[src/rtl/fmul_requester.sv]
// rtl/fmul_requester.sv - tagged request/response front end for the handshake FP multiplier
module fmul_requester #(
    parameter int TAG_W   = 4,
    parameter int TIMEOUT = 16
) (
    input  logic             clk,
    input  logic             rst,
    // request port from the execute stage
    input  logic             req_valid,
    output logic             req_ready,
    input  logic [31:0]      req_a,
    input  logic [31:0]      req_b,
    input  logic [TAG_W-1:0] req_tag,
    // multiplier operand side
    output logic [63:0]      input_mul,
    output logic             input_mul_stb,
    input  logic             s_input_mul_ack,
    // multiplier result side
    input  logic [31:0]      z,
    input  logic             s_output_z_stb,
    // response port to the consumer
    output logic             rsp_valid,
    input  logic             rsp_ready,
    output logic [31:0]      rsp_data,
    output logic [TAG_W-1:0] rsp_tag,
    output logic             rsp_err
);

    // Quiet NaN returned when the multiplier never accepts or never answers.
    localparam logic [31:0] ABORT_DATA = 32'h7fc0_0000;
    // Last watchdog count before the abort is taken.
    localparam logic [7:0]  WD_LAST    = 8'(TIMEOUT - 1);

    typedef enum logic [1:0] {
        ST_IDLE  = 2'd0,
        ST_ISSUE = 2'd1,
        ST_WAIT  = 2'd2,
        ST_HOLD  = 2'd3
    } state_t;

    state_t             state_q, state_d;
    logic [63:0]        op_q, op_d;          // {a, b} as presented to the multiplier
    logic [TAG_W-1:0]   tag_q, tag_d;
    logic [7:0]         wd_cnt_q, wd_cnt_d;
    logic [31:0]        data_q, data_d;
    logic               err_q, err_d;

    logic               wd_expired;
    logic               req_ready_c;
    logic               stb_c;
    logic               rsp_valid_c;

    assign wd_expired = (wd_cnt_q == WD_LAST);

    // Next-state and handshake decode; every output gets a safe default first.
    always_comb begin
        state_d     = state_q;
        op_d        = op_q;
        tag_d       = tag_q;
        wd_cnt_d    = wd_cnt_q;
        data_d      = data_q;
        err_d       = err_q;
        req_ready_c = 1'b0;
        stb_c       = 1'b0;
        rsp_valid_c = 1'b0;

        case (state_q)
            ST_IDLE: begin
                req_ready_c = 1'b1;
                if (req_valid) begin
                    op_d     = {req_a, req_b};
                    tag_d    = req_tag;
                    wd_cnt_d = 8'd0;
                    state_d  = ST_ISSUE;
                end
            end

            ST_ISSUE: begin
                // The strobe follows ack combinationally so it is never raised
                // while the multiplier is busy or coming out of its own reset.
                stb_c    = s_input_mul_ack;
                wd_cnt_d = wd_cnt_q + 8'd1;
                if (s_input_mul_ack) begin
                    wd_cnt_d = 8'd0;
                    state_d  = ST_WAIT;
                end else if (wd_expired) begin
                    data_d  = ABORT_DATA;
                    err_d   = 1'b1;
                    state_d = ST_HOLD;
                end
            end

            ST_WAIT: begin
                wd_cnt_d = wd_cnt_q + 8'd1;
                // A result on the expiry edge takes priority over the abort.
                if (s_output_z_stb) begin
                    data_d  = z;
                    err_d   = 1'b0;
                    state_d = ST_HOLD;
                end else if (wd_expired) begin
                    data_d  = ABORT_DATA;
                    err_d   = 1'b1;
                    state_d = ST_HOLD;
                end
            end

            ST_HOLD: begin
                rsp_valid_c = 1'b1;
                if (rsp_ready) begin
                    state_d = ST_IDLE;
                end
            end

            default: begin
                state_d = ST_IDLE;
            end
        endcase
    end

    // State and datapath registers, all cleared by the synchronous reset.
    always_ff @(posedge clk) begin
        if (rst) begin
            state_q  <= ST_IDLE;
            op_q     <= 64'd0;
            tag_q    <= '0;
            wd_cnt_q <= 8'd0;
            data_q   <= 32'd0;
            err_q    <= 1'b0;
        end else begin
            state_q  <= state_d;
            op_q     <= op_d;
            tag_q    <= tag_d;
            wd_cnt_q <= wd_cnt_d;
            data_q   <= data_d;
            err_q    <= err_d;
        end
    end

    // Handshake outputs are forced low while reset is held so nothing is
    // offered or accepted before the state register has been initialised.
    assign req_ready     = req_ready_c & ~rst;
    assign input_mul_stb = stb_c & ~rst;
    assign rsp_valid     = rsp_valid_c & ~rst;

    assign input_mul = op_q;
    assign rsp_data  = data_q;
    assign rsp_tag   = tag_q;
    assign rsp_err   = err_q;

endmodule

[config.mk]
export PLATFORM = sky130hd
export DESIGN_NAME = fmul_requester
export DESIGN_NICKNAME = d
export VERILOG_FILES = /design/src/rtl/fmul_requester.sv
export SDC_FILE = /design/constraint.sdc
export NUM_CORES = 1
export LEC_CHECK = 0
export CORE_MARGIN = 2
export CORE_UTILIZATION = 40
export CTS_BUF_LIST = sky130_fd_sc_hd__clkbuf_16
export CTS_CLUSTER_SIZE = 24
export DETAILED_ROUTE_END_ITERATION = 16
export GPL_TIMING_DRIVEN = 0
export HOLD_SLACK_MARGIN = 0.02
export PLACE_DENSITY_LB_ADDON = 0.05
export SYNTH_ARGS = -nofsm -noshare
export SYNTH_HDL_FRONTEND = slang
export SYNTH_SLANG_ARGS = --single-unit
export TNS_END_PERCENT = 20
[constraint.sdc]
create_clock -name clk -period 2.88 [get_ports clk]
set_clock_uncertainty 0.1 [all_clocks]
set_input_delay 0.72 -clock clk [delete_from_list [all_inputs] [get_ports clk]]
set_output_delay 0.72 -clock clk [all_outputs]
set_load 0.02 [all_outputs]
* Yosys cells after proc, flatten, opt, wreduce, memory -nomap -nowiden
Index checks and enable logic that the tools add are counted.
Cells by class: $add $sub $neg 1, multipliers 0, divide/modulo/power cells 0, $lt $le $gt $ge 0, equality and inequality tests 7, shift operators 0, multiplexer cells 20, bitwise operators 4, reductions and logical operators 7
Operators by type and width (number):
- 2-to-1 mux 32 bit | 3
- one-hot mux 32 bit (2 select lines) | 1
- one-hot mux 8 bit (3 select lines) | 1
- 2-to-1 mux 8 bit | 2
- 2-to-1 mux 2 bit | 5
- adder 8 x 1 -> 8 bit (second input constant) | 1
- equality test 8 x 4 -> 1 bit (second input constant) | 1
- one-hot mux 2 bit (4 select lines) | 1
- AND reduction 2 bit | 4
- 2-to-1 mux 1 bit | 6
- inequality test 2 bit (second input constant) | 3
- equality test 2 bit (second input constant) | 2
- bitwise AND 1 bit | 3
- nonzero test 3 bit | 1
- equality test 2 x 1 -> 1 bit (second input constant) | 1
- logical NOT 2 bit | 1
- one-hot mux 1 bit (2 select lines) | 1
- nonzero test 2 bit | 1
- inverter 1 bit | 1
Word-level totals: flip-flop bits (word level) 111, bits in latches 0, memory bits (writable) 0, bits in read-only memories 0, input bits 106, output and inout port bits 104, word-level logic and storage cells 45, memories kept 0

* Longest topological paths before layout
depth in word-level cells 4, gate-level depth with buffers 8, depth with buffers taken out 6

* Worst setup path before layout
OpenSTA, ideal clock, no wires.
path kind in2out, from input rst, to output req_ready, data arrival time 1224 ps, setup slack 836 ps, cell stages on the path 2, path buffers 1, path through clkbuf_1 nor2b_1
On the way: cells in the longest elaborated chain, start to end 2
RTL lines:
- start, declared | line 7 | input logic rst,
- inverter 1 bit | line 141 | assign req_ready = req_ready_c & ~rst;
- bitwise AND 1 bit | line 141
- end, declared | line 10 | output logic req_ready,
No other way between the ends.

* Worst setup path in the final report
from input rst, to output rsp_valid
On the way: cells in the longest elaborated chain, start to end 2
RTL lines:
- inverter 1 bit | line 143 | assign rsp_valid = rsp_valid_c & ~rst;
- bitwise AND 1 bit | line 143
- end, declared | line 22 | output logic rsp_valid,
No other way between the ends.

==> out/qor.txt <==
outcome - completed
hold crit path type - register to register
Worst Path Arrival - 1.98 ns
Final #Nets - 830
first-pass GRT wire length - 19180 µm
CP required - 2.06 ns
DR DRC count - 0
P_leak - 0.002409 µW
Worst Setup SP - rst
CTS clk-pin slew, worst paths - 0.07 ns
final slew viol count - 0
PD cells - 558.8 mW/mm²
Sw Share - 0.2892
CTS Buf Count - 9
Clock Tree Buf Depth - 2
final wirelength - 11970 µm
Hold Crit Start - rsp_data[12]$_SDFFE_PP0P_
worst r2r path cells - 8
starting density of the core - 0.4158
Core Region - 0.009864 mm²
Util after Layout - 0.6733
fin crit share - 0.9739
top cells by area, synth - dfxtp_1 (54%), nand2_1 (17%), a21oi_1 (11%), o221a_2 (2.5%), ha_1 (2.1%)
area delta synth->final - 61.93%
reg2reg start - state_q[0]$_SDFFE_PP0P_
Async SR Flop Fraction - 0
Mapped Nets - 610
Syn Area/Cell - 8.252 µm²
Setup WS pre-CTS - -0.3876 ns
Port Buf Inserts - 209
antenna viol nets, final - 0
CTS sink cnt - 111
vias in the first global route - 3909
cts hold-fix bufs - 0
CTS tree - built
worst setup path class - input port to primary output
#FFs+latches synth - 111
post-synth top area share - 0.5418
Post-synth EDFFs - 0
DRT Pass-1 Iters - 4
pin count of the biggest net entering global routing - 20
hpwl dp - 9258 µm
RSZ-0062 raised after global routing - false
Final Hold Fails - 0
Starting DRT DRC Count - 122
Synthesis Warnings - 0
Net Switching - 1073 µW
Die H - 105.3 µm
CP Capture Type - primary output
Gate power share - 0.227
CTS root buf - clkbuf_16
Max Fclk - 0.3565 GHz
Yosys top cell by area - dfxtp_1
Max-Cap Viols - 0
Sequential Power Share - 0.456
Max IR drop VDD - 0.2978 mV
Slew Limit Headroom - 0.6687
Routability Congestion - 0.7618
share of cells above drive strength 1 - 0.05263
Seq/Total Area, Yosys - 0.5418
Die Span X - 105.3 µm
Max FO, Critical Path - 10
worst setup margin - 0.07522 ns
boundary pin count - 210
GRT overflow - 0
clock share of power - 0.316
Synth Instances - 497
routed len/inst - 14.00 µm
Mapped Area - 0.004101 mm²
antenna cell count - 0
filler instances - 848
H-tree depth - 3
initial antenna violation count - 0
worst hold margin - 0.3532 ns
row count - 36
Internal Power - 2638 µW
CP startpoint kind - input port
worst skew pair latency - 0.34 ns
# setup viols final - 0
routed vias/inst - 4.794
Die ar. - 0.01108 mm²
Cells on Worst Hold Path - 2
worst slew pin tran - 0.4969 ns
Tmin final - 2.805 ns
Total GRT Usage - 0.2140
ys flop type - dfxtp_1
internal reg-to-reg setup slack - 0.61 ns
total chip power - 3711 µW
Cell variety after synth - 31
vias post-DR - 4099
==> layer usage <==
metal	GRT usage	part of all wire
met5	0	0
met4	0.08571	0.026
met3	0.06061	0.074
met2	0.3641	0.48
met1	0.2538	0.42
==> sequential cells by signal, indices dropped and copies added, names as in the netlist <==
register   cells
rsp_err        1
rsp_tag        4
input_mul     64
state_q        2
wd_cnt_q       8
rsp_data      32
==> path summary, 6_finish.rpt <==
kind	end
hold / removal	rsp_data[12]$_SDFFE_PP0P_
hold reg to reg	rsp_data[12]$_SDFFE_PP0P_
setup reg to reg	input_mul[18]$_SDFFE_PP0P_
setup / recovery	rsp_valid
==> cells in the mapped netlist, types with 3 or more instances <==
master and n:
nand2_1 187, dfxtp_1 111, a21oi_1 93, clkbuf_1 22
nor2_1 11, o221a_2 9, ha_1 7, xnor2_1 7
buf_1 5, inv_1 5, buf_6 4, nand3_1 4
nor2b_1 4, o21ai_0 4, a211oi_1 3, nor3_1 3
==> cell usage in the layout, fill, tap and decap left out, drive strengths merged <==
master | Yosys | routed
a21o | 2 | 2
nand4b | 1 | 1
and2 | 1 | 1
clkinvlp | 0 | 1
o21ai | 5 | 5
dlygate4sd1 | 1 | 1
inv | 5 | 8
clkdlybuf4s50 | 0 | 206
or4b | 1 | 1
a211oi | 3 | 3
nor2 | 11 | 11
nand3 | 4 | 4
dfxtp | 111 | 111
dlygate4sd2 | 0 | 3
clkbuf | 22 | 30
clkinv | 0 | 3
buf | 11 | 12
o2111ai | 1 | 1
nand2 | 188 | 188
o41ai | 2 | 2
nor3b | 1 | 1
o221a | 9 | 9
nor2b | 4 | 4
nor3 | 3 | 3
ha | 7 | 7
nor4 | 2 | 2
and3 | 1 | 1
or4 | 1 | 1
xnor2 | 7 | 7
a21oi | 93 | 93
==> through the flow <==
step | cell area (µm²) | TNS, ns | instances
after CTS | 6641 | 0 | 855
after detailed placement | 6360 | -1.054 | 839
final | 6641 | 0 | 855
after global placement | 6360 | -1.086 | 839
after floorplan | 4101 | 0 | 497
after global routing | 6641 | 0 | 855
==> power groups by stage <==
stage	sequential (µW)	combinational (µW)	clock (µW)
after detailed placement	1730	849	0
after floorplan	1840	294	0
after global routing	1710	922	1260
after CTS	1690	851	1200
after global placement	1720	837	0
final	1690	843	1170
==> kinds of logic (layout without fill, tap and decap cells) <==
| logic type | count (synthesis) | in the layout | synth area share |
|---|---|---|---|
| DFF | 111 | 111 | 0.5418 |
| adders and majority gates | 7 | 7 | 0.02135 |
| buffers and inverters | 39 | 264 | 0.04545 |
| AOI/OAI and AO/OA | 115 | 115 | 0.1626 |
| xor gates and xnor gates | 7 | 7 | 0.01495 |
| and+or+nand+nor | 218 | 218 | 0.2138 |
==> layout make-up <==
type                            instances  area, µm²  share of cell area
Sequential cell                       111       2222              0.3346
Timing Repair Buffer                  209       2088              0.3144
Clock buffer                            9      225.2             0.03391
Clock inverter                          7      55.05            0.008289
Buffer                                 34      172.7             0.02600
Inverter                                5      18.77            0.002826
Multi-Input combinational cell        347       1693              0.2549
Tap cell                              133      166.4             0.02506
==> worst max-delay path, stage by stage <==
cell and delay (ns):
clkdlybuf4s50_1 0.60, clkbuf_4 0.28, nor2b_1 0.06, dlygate4sd2_1 0.32
==> repair_timing <==
| item | 4_1_cts | 5_1_grt |
|---|---|---|
| endpoints found under the hold margin | 0 | 0 |
| setup endpoints to repair | 3 | 2 |
| buffers inserted | 0 | 0 |
| gates cloned | 0 | 0 |
| gates resized for setup | 6 | 1 |
Power figures use the tool's default switching activity.
